`config.mk`:
```
export PLATFORM = sky130hd
export DESIGN_NAME = nco_pwm_dac_flat
export DESIGN_NICKNAME = d
export VERILOG_FILES = /design/src/rtl/nco_pwm_dac_if.sv /design/src/rtl/nco_pwm_dac.sv /design/src/flat_wrapper.sv
export SDC_FILE = /design/constraint.sdc
export NUM_CORES = 1
export LEC_CHECK = 0
export CORE_AREA = 2 2 133 135
export DETAILED_ROUTE_END_ITERATION = 16
export DIE_AREA = 0 0 135 137
export PLACE_DENSITY = 0.49
export SLEW_MARGIN = 20
export SYNTH_ARGS = -nofsm -noshare
export SYNTH_HDL_FRONTEND = slang
export SYNTH_SLANG_ARGS = --single-unit
```
`constraint.sdc`:
```
create_clock -name clk -period 3.1 [get_ports clk]
set_clock_uncertainty 0.15 [all_clocks]
set_input_delay 0.62 -clock clk [delete_from_list [all_inputs] [get_ports clk]]
set_output_delay 0.62 -clock clk [all_outputs]
set_load 0.1 [all_outputs]
```
`src/rtl/nco_pwm_dac_if.sv`:
```
// ROM read port between nco_pwm_dac and an external quarter-wave sine ROM.
//   rom_addr : quarter-wave address, driven by the DAC (master)
//   rom_data : unsigned amplitude, returned by the ROM (slave) one clock after rom_addr
interface nco_pwm_dac_if #(
  parameter int unsigned LUT_ADDR_WIDTH = 6,
  parameter int unsigned SINE_WIDTH     = 8
);
  logic [LUT_ADDR_WIDTH-1:0] rom_addr;
  logic [SINE_WIDTH-2:0]     rom_data;

  modport master (output rom_addr, input  rom_data);
  modport slave  (input  rom_addr, output rom_data);
endinterface

```
`src/rtl/nco_pwm_dac.sv`:
```
// Numerically controlled oscillator feeding a PWM DAC. Modes: mute, fixed tone, distance-driven FM
// and linear sweep. Sine samples are rebuilt from a quarter-wave ROM behind a registered read port.
// Ports:
//   clk, reset_n   : clock, asynchronous active-low reset
//   enable         : clock enable, low freezes all state and silences the outputs
//   mode           : 00 mute, 01 tone, 10 FM, 11 sweep (sampled at period boundaries)
//   distance       : unsigned distance for FM (sampled at period boundaries)
//   rom            : quarter-wave ROM read port (master side)
//   sine_pwm_out   : PWM output
//   zero           : one-clock pulse at the start of every PWM period
module nco_pwm_dac #(
  parameter int unsigned DIST_WIDTH               = 13,
  parameter int unsigned SINE_WIDTH               = 8,
  parameter int unsigned PHASE_WIDTH              = 32,
  parameter int unsigned LUT_ADDR_WIDTH           = 6,
  parameter int unsigned COUNT_WIDTH              = 8,
  parameter int unsigned MAX_DIST                 = 2000,
  parameter logic [PHASE_WIDTH-1:0] CENTER_STEP   = 32'h0100_0000,
  parameter int unsigned GAIN_STEP                = 4096
) (
  input  logic                  clk,
  input  logic                  reset_n,
  input  logic                  enable,
  input  logic [1:0]            mode,
  input  logic [DIST_WIDTH-1:0] distance,
  nco_pwm_dac_if.master         rom,
  output logic                  sine_pwm_out,
  output logic                  zero
);

  localparam logic [1:0] ModeMute  = 2'b00;
  localparam logic [1:0] ModeTone  = 2'b01;
  localparam logic [1:0] ModeFm    = 2'b10;
  localparam logic [1:0] ModeSweep = 2'b11;

  localparam logic [SINE_WIDTH-1:0]  Mid      = {1'b1, {(SINE_WIDTH-1){1'b0}}};
  localparam logic [SINE_WIDTH-1:0]  MidM1    = Mid - 1'b1;
  localparam logic [DIST_WIDTH-1:0]  MaxDist  = DIST_WIDTH'(MAX_DIST);
  localparam logic [PHASE_WIDTH-1:0] GainStep = PHASE_WIDTH'(GAIN_STEP);
  // One extra bit so the sweep overflow test cannot wrap.
  localparam logic [PHASE_WIDTH:0]   SweepLimit = {1'b0, CENTER_STEP} +
      (PHASE_WIDTH+1)'(MAX_DIST) * (PHASE_WIDTH+1)'(GAIN_STEP);
  localparam int unsigned CmpWidth = (COUNT_WIDTH > SINE_WIDTH) ? COUNT_WIDTH : SINE_WIDTH;

  logic [COUNT_WIDTH-1:0]    cnt_q, cnt_d;
  logic [PHASE_WIDTH-1:0]    phase_q, phase_d;
  logic [PHASE_WIDTH-1:0]    step_q, step_d;
  logic [1:0]                mode_q, mode_d;
  logic [PHASE_WIDTH-1:0]    sweep_acc_q, sweep_acc_d;
  logic [SINE_WIDTH-1:0]     duty_q, duty_d;
  logic [SINE_WIDTH-1:0]     sample_q, sample_d;
  logic [LUT_ADDR_WIDTH-1:0] rom_addr_q, rom_addr_d;
  logic                      pwm_q, pwm_d;
  logic                      zero_q, zero_d;

  logic                      boundary;
  logic [DIST_WIDTH-1:0]     d_sat;
  logic [PHASE_WIDTH-1:0]    fm_step;
  logic [PHASE_WIDTH:0]      sweep_next;
  logic [1:0]                quad;
  logic [LUT_ADDR_WIDTH-1:0] idx;
  logic [SINE_WIDTH-1:0]     rom_ext;

  assign boundary   = (cnt_q == '0);
  assign d_sat      = (distance > MaxDist) ? MaxDist : distance;
  assign fm_step    = CENTER_STEP + PHASE_WIDTH'(d_sat) * GainStep;
  assign sweep_next = {1'b0, sweep_acc_q} + {1'b0, GainStep};
  assign quad       = phase_q[PHASE_WIDTH-1 -: 2];
  assign idx        = phase_q[PHASE_WIDTH-3 -: LUT_ADDR_WIDTH];
  assign rom_ext    = {1'b0, rom.rom_data};

  always_comb begin
    cnt_d       = cnt_q;
    phase_d     = phase_q;
    step_d      = step_q;
    mode_d      = mode_q;
    sweep_acc_d = sweep_acc_q;
    duty_d      = duty_q;
    sample_d    = sample_q;
    rom_addr_d  = rom_addr_q;
    pwm_d       = 1'b0;
    zero_d      = 1'b0;

    if (enable) begin
      cnt_d  = cnt_q + 1'b1;
      zero_d = boundary;

      if (boundary) begin
        mode_d  = mode;
        // Phase advances by the step latched one boundary earlier.
        phase_d = phase_q + step_q;
        duty_d  = sample_q;
        unique case (mode)
          ModeMute:  step_d = '0;
          ModeTone:  step_d = CENTER_STEP;
          ModeFm:    step_d = fm_step;
          ModeSweep: step_d = sweep_acc_q;
        endcase
        // Outside sweep the accumulator sits at the base, so entering sweep restarts there.
        if (mode == ModeSweep) begin
          sweep_acc_d = (sweep_next > SweepLimit) ? CENTER_STEP : sweep_next[PHASE_WIDTH-1:0];
        end else begin
          sweep_acc_d = CENTER_STEP;
        end
      end

      // Odd quadrants read the table backwards.
      if (cnt_q == COUNT_WIDTH'(1)) begin
        rom_addr_d = quad[0] ? ~idx : idx;
      end

      // ROM data for the address issued at cnt==1 is present here.
      if (cnt_q == COUNT_WIDTH'(3)) begin
        if (mode_q == ModeMute) begin
          sample_d = Mid;
        end else begin
          sample_d = quad[1] ? (MidM1 - rom_ext) : (Mid + rom_ext);
        end
      end

      // Compare against the duty in force for this count so a period never mixes two duties.
      pwm_d = (CmpWidth'(cnt_q) < CmpWidth'(duty_d));
    end
  end

  always_ff @(posedge clk or negedge reset_n) begin
    if (!reset_n) begin
      cnt_q       <= '0;
      phase_q     <= '0;
      step_q      <= '0;
      mode_q      <= ModeMute;
      sweep_acc_q <= CENTER_STEP;
      duty_q      <= Mid;
      sample_q    <= Mid;
      rom_addr_q  <= '0;
      pwm_q       <= 1'b0;
      zero_q      <= 1'b0;
    end else begin
      cnt_q       <= cnt_d;
      phase_q     <= phase_d;
      step_q      <= step_d;
      mode_q      <= mode_d;
      sweep_acc_q <= sweep_acc_d;
      duty_q      <= duty_d;
      sample_q    <= sample_d;
      rom_addr_q  <= rom_addr_d;
      pwm_q       <= pwm_d;
      zero_q      <= zero_d;
    end
  end

  assign rom.rom_addr = rom_addr_q;
  assign sine_pwm_out = pwm_q;
  assign zero         = zero_q;

endmodule

```
`src/flat_wrapper.sv`:
```
// flat-port wrapper written by rule: the top's interface ports become plain ports
module nco_pwm_dac_flat 
#(
  parameter int unsigned DIST_WIDTH               = 13,
  parameter int unsigned SINE_WIDTH               = 8,
  parameter int unsigned PHASE_WIDTH              = 32,
  parameter int unsigned LUT_ADDR_WIDTH           = 6,
  parameter int unsigned COUNT_WIDTH              = 8,
  parameter int unsigned MAX_DIST                 = 2000,
  parameter logic [PHASE_WIDTH-1:0] CENTER_STEP   = 32'h0100_0000,
  parameter int unsigned GAIN_STEP                = 4096
)
  (clk, reset_n, enable, mode, distance, sine_pwm_out, zero, rom_rom_addr, rom_rom_data);
  nco_pwm_dac_if #(.LUT_ADDR_WIDTH(LUT_ADDR_WIDTH), .SINE_WIDTH(SINE_WIDTH)) rom_i ();
  input  logic clk;
  input  logic reset_n;
  input  logic enable;
  input  logic [1:0] mode;
  input  logic [DIST_WIDTH-1:0] distance;
  output logic sine_pwm_out;
  output logic zero;
  output wire logic [$bits(rom_i.rom_addr)-1:0] rom_rom_addr;
  input wire logic [$bits(rom_i.rom_data)-1:0] rom_rom_data;
  assign rom_rom_addr = rom_i.rom_addr;
  assign rom_i.rom_data = rom_rom_data;
  nco_pwm_dac #(.DIST_WIDTH(DIST_WIDTH), .SINE_WIDTH(SINE_WIDTH), .PHASE_WIDTH(PHASE_WIDTH), .LUT_ADDR_WIDTH(LUT_ADDR_WIDTH), .COUNT_WIDTH(COUNT_WIDTH), .MAX_DIST(MAX_DIST), .CENTER_STEP(CENTER_STEP), .GAIN_STEP(GAIN_STEP)) u_core (.clk(clk), .reset_n(reset_n), .enable(enable), .mode(mode), .distance(distance), .rom(rom_i), .sine_pwm_out(sine_pwm_out), .zero(zero));
endmodule
```
[Yosys cells after proc, flatten, opt, wreduce, memory -nomap -nowiden]
Index checks and enable logic that the tools add are counted.
W data, S select, Z words.
Word-level totals
  register bits: 130
  latch bits: 0
  RAM bits: 0
  bits in read-only memories: 0
  input bits: 25
  output and inout bits: 8
  word-level logic and storage cells: 42
  memories kept: 0
Operators by class
  $add $sub $neg: 6
  multiply operators: 0
  divide/modulo/power cells: 0
  $lt $le $gt $ge: 3
  equality and inequality tests: 5
  shift operators: 0
  multiplexer cells: 11
  bitwise logic cells: 1
  reduce and logical (&&, ||, !) cells: 6
Operators with widths (number)
  $pmux W32 S4: 1
  $mux W32: 2
  $add A32 B13 Y33 const B: 1
  $gt A33 B25 Y1 const B: 1
  $add A32 B32 Y32: 1
  $mux W8: 4
  $add A25 B25 Y26 const A: 1
  $gt A13 B11 Y1 const B: 1
  $mux W13: 1
  $add A8 B1 Y8 const B: 1
  $add A8 B7 Y8 const A: 1
  $eq A8 B1 Y1 const B: 1
  $eq A8 B2 Y1 const B: 1
  $logic_not A8 Y1: 1
  $lt A8 B8 Y1: 1
  $sub A7 B7 Y8 const A: 1
  $mux W6: 1
  $not A6 Y6: 1
  $reduce_and A2 Y1: 3
  $eq A2 B2 Y1 const B: 2
  $logic_not A2 Y1: 2
  $eq A2 B1 Y1 const B: 1
  $mux W1: 2

[Logic depth before layout (Yosys ltp)]
  depth in word-level cells: 5
  mapped depth: 11

[Worst setup path after synthesis]
OpenSTA, ideal clock, no wires.
  path type: register to register
  start: register u_core.sweep_acc_q[12]
  end: register u_core.sweep_acc_q[24]
  library setup time: 0.077 ns
  arrival: 2.617 ns
  required time: 2.873 ns
  path slack: 0.257 ns
  stages on the path, launching flop included: 12
  path buffers: 3
  period minus slack after synthesis: 2.843 ns
  cell sequence: dfrtp_1 -> ha_1 -> nand2_1 -> or4_1 -> buf_2 -> or4_1 -> a22oi_1 -> and4b_1 -> buf_4 -> buf_6 -> nand2_1 -> a21o_1
Between the ends
  word-level cells in the longest chain between the ends: 4
RTL lines
  start: declaration: RTL line nco_pwm_dac.sv:49  | logic [PHASE_WIDTH-1:0] sweep_acc_q, sweep_acc_d;
  start signal: assignment: RTL line nco_pwm_dac.sv:143  | sweep_acc_q <= sweep_acc_d;
  $add A32 B13 Y33 *: RTL line nco_pwm_dac.sv:67  | assign sweep_next = {1'b0, sweep_acc_q} + {1'b0, GainStep};
  $gt A33 B25 Y1: RTL line nco_pwm_dac.sv:101  | sweep_acc_d = (sweep_next > SweepLimit) ? CENTER_STEP : sweep_next[PHASE_WIDTH-1:0];
  $mux W32 *: RTL line nco_pwm_dac.sv:101
  $mux W32 *: RTL line nco_pwm_dac.sv:100  | if (mode == ModeSweep) begin
Mark *: on every way between the ends. The rest lies on a longest branch, timed or not.
A chain may end at the register's enable or synchronous reset.

[Final worst setup path]
  start: register u_core.sweep_acc_q[12]
  end: register u_core.sweep_acc_q[21]
Same word-level chain as after synthesis.

==> impl_metrics.py <==
metrics = {
    "drt": {
        "drt-total-wl_um": 13900,
        "drt-wirelength-per-cell_um": 15.4,
        "drc": 0,
        "route.detailed.vias_per_inst": 5.21,
        "overall_via_count_from_detail_route": 4702,
        "first_pass_iters": 4,
        "detail-route-antenna-nets": 0,
        "drtIter0Drc": 325,
    },
    "floorplanning": {
        "horiz_die_dim_um": 135,
        "initial_core_util": 0.344,
        "coreArea_sq_um": 17100,
        "die_area_sq_um": 18500,
        "rows": 48,
        "die_height_um": 137,
        "ios": 33,
    },
    "sta": {
        "drv_slew": 0,
        "whs_ps": 169,
        "maxSlewHeadroom": 0.510,
        "fin_crit_ps": 2940,
        "finalSetupViolCount": 0,
        "final_min_period_over_clock_period": 0.948,
        "fin_setup_tns_ps": 0,
        "layout_setup_ws_ps": 161,
        "max_freq_mhz": 340,
        "worst-slew-pin-transition_ps": 735,
        "hold_viol": 0,
        "setup_repair_after_global_routing_missed_its_margin": "false",
    },
    "power_and_ir_drop": {
        "static-leakage-power_nw": 3.08,
        "power.density_cell_area_nw_per_um2": 641,
        "vdd_ir_drop_max_v": 0.000363,
    },
    "synth": {
        "yosysSeqAreaShare": 0.444,
        "synth_adder_area_share": 0.0682,
        "synth_xor_area_frac": 0.0611,
        "yosys.area_share.simple": 0.188,
        "synth_cell_type_count": 61,
        "synth_compound_gate_area_share": 0.175,
        "postSynth.asyncResetShare": 1.00,
        "synth_flop_cell": "sky130_fd_sc_hd__dfrtp_1",
        "synth_cells": 642,
        "synth_largest_area_cell": "sky130_fd_sc_hd__dfrtp_1",
        "synth_enable_flop_cells": 0,
        "syn-cell-area_sq_um": 5870,
        "synth-seq-cells": 104,
        "synth_area_per_cell_sq_um": 9.15,
        "netlist_top_cells_area": "sky130_fd_sc_hd__dfrtp_1 (43%), sky130_fd_sc_hd__ha_1 (6.8%), sky130_fd_sc_hd__nand2_1 (6.5%)",
        "synth.mux.area_fraction": 0.0207,
        "synth_top_family_by_area": "simple AND/OR/NAND/NOR gates",
        "yosysWarnings": 0,
        "synth_top_area_share": 0.430,
    },
    "global_route": {
        "maximum_number_of_pins_on_one_net_before_global_route_repair": 56,
        "grt_pass1_wl_um": 23600,
        "initial_antenna_violation_count": 0,
        "grt_remaining_overflow": 0,
        "via_count_of_the_first_global_routing_pass": 4558,
        "grtUsageTotal": 0.163,
    },
    "setup_path": {
        "crit_chain": "ha_1 > nand2_1 > or4_1 > or4_1 > a22oi_1 > and4b_1 > buf_4 > a41oi_1 > a31oi_1",
        "worst_setup_path_end_kind": "flip-flop",
        "critPathSlowestCell": "sky130_fd_sc_hd__or4_1",
        "worstSetupStartpointType": "flip-flop",
        "slowest_delay_ps": 550,
        "worstPathMaxFanout": 12,
        "critPathRequiredTime_ps": 3240,
        "cp_data_arrival_time_ps": 3080,
        "worst-setup-path-type": "flip-flop to flip-flop",
        "critical-path-top-cell-by-count": "sky130_fd_sc_hd__or4_1",
    },
    "final_layout": {
        "final_core_util": 0.397,
        "final_layout_size_suffix_gt1_frac": 0.0931,
        "ant_diodes": 0,
        "nets": 729,
        "area_delta_synth_final_pct": 15.4,
    },
    "place": {
        "detailedPlacementHpwl_um": 10400,
        "detailedPlace.worstSlack_ps": 160,
        "port_buffers": 32,
        "gp_congestion": 0.858,
    },
    "worst_hold_path": {
        "min_path_type": "primary input to asynchronous set/reset pin",
    },
    "clock_tree": {
        "clk_root_buffer_cell": "sky130_fd_sc_hd__clkbuf_16",
        "clk_pin_slew_ps": 80,
        "cts_hold_buf": 0,
        "tritoncts": "done",
        "clk_latency_ps": 360,
        "tritoncts.num_buffers": 9,
        "ctsLongestPathBuffers": 2,
        "tritoncts_num_sinks": 104,
        "cts.htree.levels": 3,
    },
    "status": {
        "result_of_the_run": "completed",
    },
    "flow_run": {
        "drv_cap": 0,
    },
}
[cells in the final DEF (no fill, tap or decap), types with 14 or more instances in the layout]
master                            synthesis  final
sky130_fd_sc_hd__xnor2_1                 27     27
sky130_fd_sc_hd__nand2_1                102    102
sky130_fd_sc_hd__inv_1                   19     19
sky130_fd_sc_hd__dfrtp_1                101    101
sky130_fd_sc_hd__o31ai_1                 15     15
sky130_fd_sc_hd__xor2_1                  14     14
sky130_fd_sc_hd__a21oi_1                 24     24
sky130_fd_sc_hd__o21ai_0                 61     61
sky130_fd_sc_hd__clkdlybuf4s50_1          0     23
sky130_fd_sc_hd__nand3_1                 26     25
sky130_fd_sc_hd__buf_4                    1     35
sky130_fd_sc_hd__nor2_1                  29     29
sky130_fd_sc_hd__ha_1                    32     32
[cells in the mapped netlist, types with 14 or more instances]
| library cell | count |
|---|---|
| sky130_fd_sc_hd__nand3_1 | 26 |
| sky130_fd_sc_hd__xor2_1 | 14 |
| sky130_fd_sc_hd__a21oi_1 | 24 |
| sky130_fd_sc_hd__inv_1 | 19 |
| sky130_fd_sc_hd__o31ai_1 | 15 |
| sky130_fd_sc_hd__nand2_1 | 102 |
| sky130_fd_sc_hd__xnor2_1 | 27 |
| sky130_fd_sc_hd__clkbuf_1 | 30 |
| sky130_fd_sc_hd__ha_1 | 32 |
| sky130_fd_sc_hd__o21ai_0 | 61 |
| sky130_fd_sc_hd__dfrtp_1 | 101 |
| sky130_fd_sc_hd__nor2_1 | 29 |
[power breakdown]
part / switching, mW / leakage [nW] / internal (mW) / total, mW
clock network: 0.546 / 0.132 / 0.552 / 1.10
logic: 0.783 / 1.54 / 0.533 / 1.32
registers: 0.266 / 1.41 / 1.67 / 1.93
[per-layer routing]
layer  track usage  routed length [um]  vias to the layer above
li1              -                   -                     2349
met1         0.207                6500                     2262
met2         0.277                6740                       74
met3        0.0411                 455                       17
met4        0.0446                 232                        0
met5             0                   0                        -
[area by class of cell]
class,instances,area (sq um)
fillers,1767,10300
clock inverters,7,55.1
multi-input cells,479,3030
repair buffers,59,513
flip-flops and latches,104,2610
well taps,225,282
clock buffers,9,225
inverters,19,71.3
[per-stage QoR]
step / power, mW / instance area (sq um) / instances
after floorplan: 2.88 / 5880 / 643
after global placement: 3.26 / 6490 / 885
after detailed placement: 3.29 / 6490 / 885
after CTS: 4.41 / 6770 / 901
after global routing: 4.67 / 6780 / 902
final: 4.35 / 6780 / 902
[critical path, delay by kind of cell (launching register included)]
family | cells | cell delay, ps
buffers and inverters | 1 | 190
adders and majority gates | 1 | 230
and+or+nand+nor | 4 | 1420
DFF | 1 | 420
AOI/OAI and AO/OA | 3 | 460
[worst paths after layout]
path | slack [ps] | start | cells after the start | end
min | 170 | reset_n | 1 | u_core.duty_q[5]
min reg2reg | 240 | u_core.phase_q[10] | 0 | u_core.phase_q[10]
max reg2reg | 160 | u_core.sweep_acc_q[12] | 9 | u_core.sweep_acc_q[21]
min in group clk | 240 | u_core.phase_q[10] | 0 | u_core.phase_q[10]
max | 160 | u_core.sweep_acc_q[12] | 9 | u_core.sweep_acc_q[21]
max in group asynchronous | 1820 | reset_n | 2 | u_core.sweep_acc_q[14]
[registers in the layout, summed over array words and instances (netlist names), 2 cells and up]
| signal | count |
|---|---|
| u_core.phase_q | 30 |
| u_core.step_q | 20 |
| u_core.sweep_acc_q | 20 |
| u_core.cnt_q | 8 |
| u_core.duty_q | 8 |
| u_core.sample_q | 8 |
| u_core.rom.rom_addr | 6 |
| u_core.mode_q | 2 |
[logic make-up (layout without fill, tap and decap cells)]
kind of cell             after synthesis  count (layout)
buffers and inverters                 60              94
AND/OR/NAND/NOR                      230             230
XOR/XNOR                              41              41
multiplexers                          12              12
AO/OA/AOI/OAI                        162             162
adder cells (fa/ha/maj)               32              32
flip-flops                           104             104
other                                  1               2
[timing repair]
action / CTS / global route
resized for setup: 0 / 1
setup endpoints to repair: 0 / 3
setup buffers: 0 / 1
Note: power is estimated with default switching activity, not from simulation.
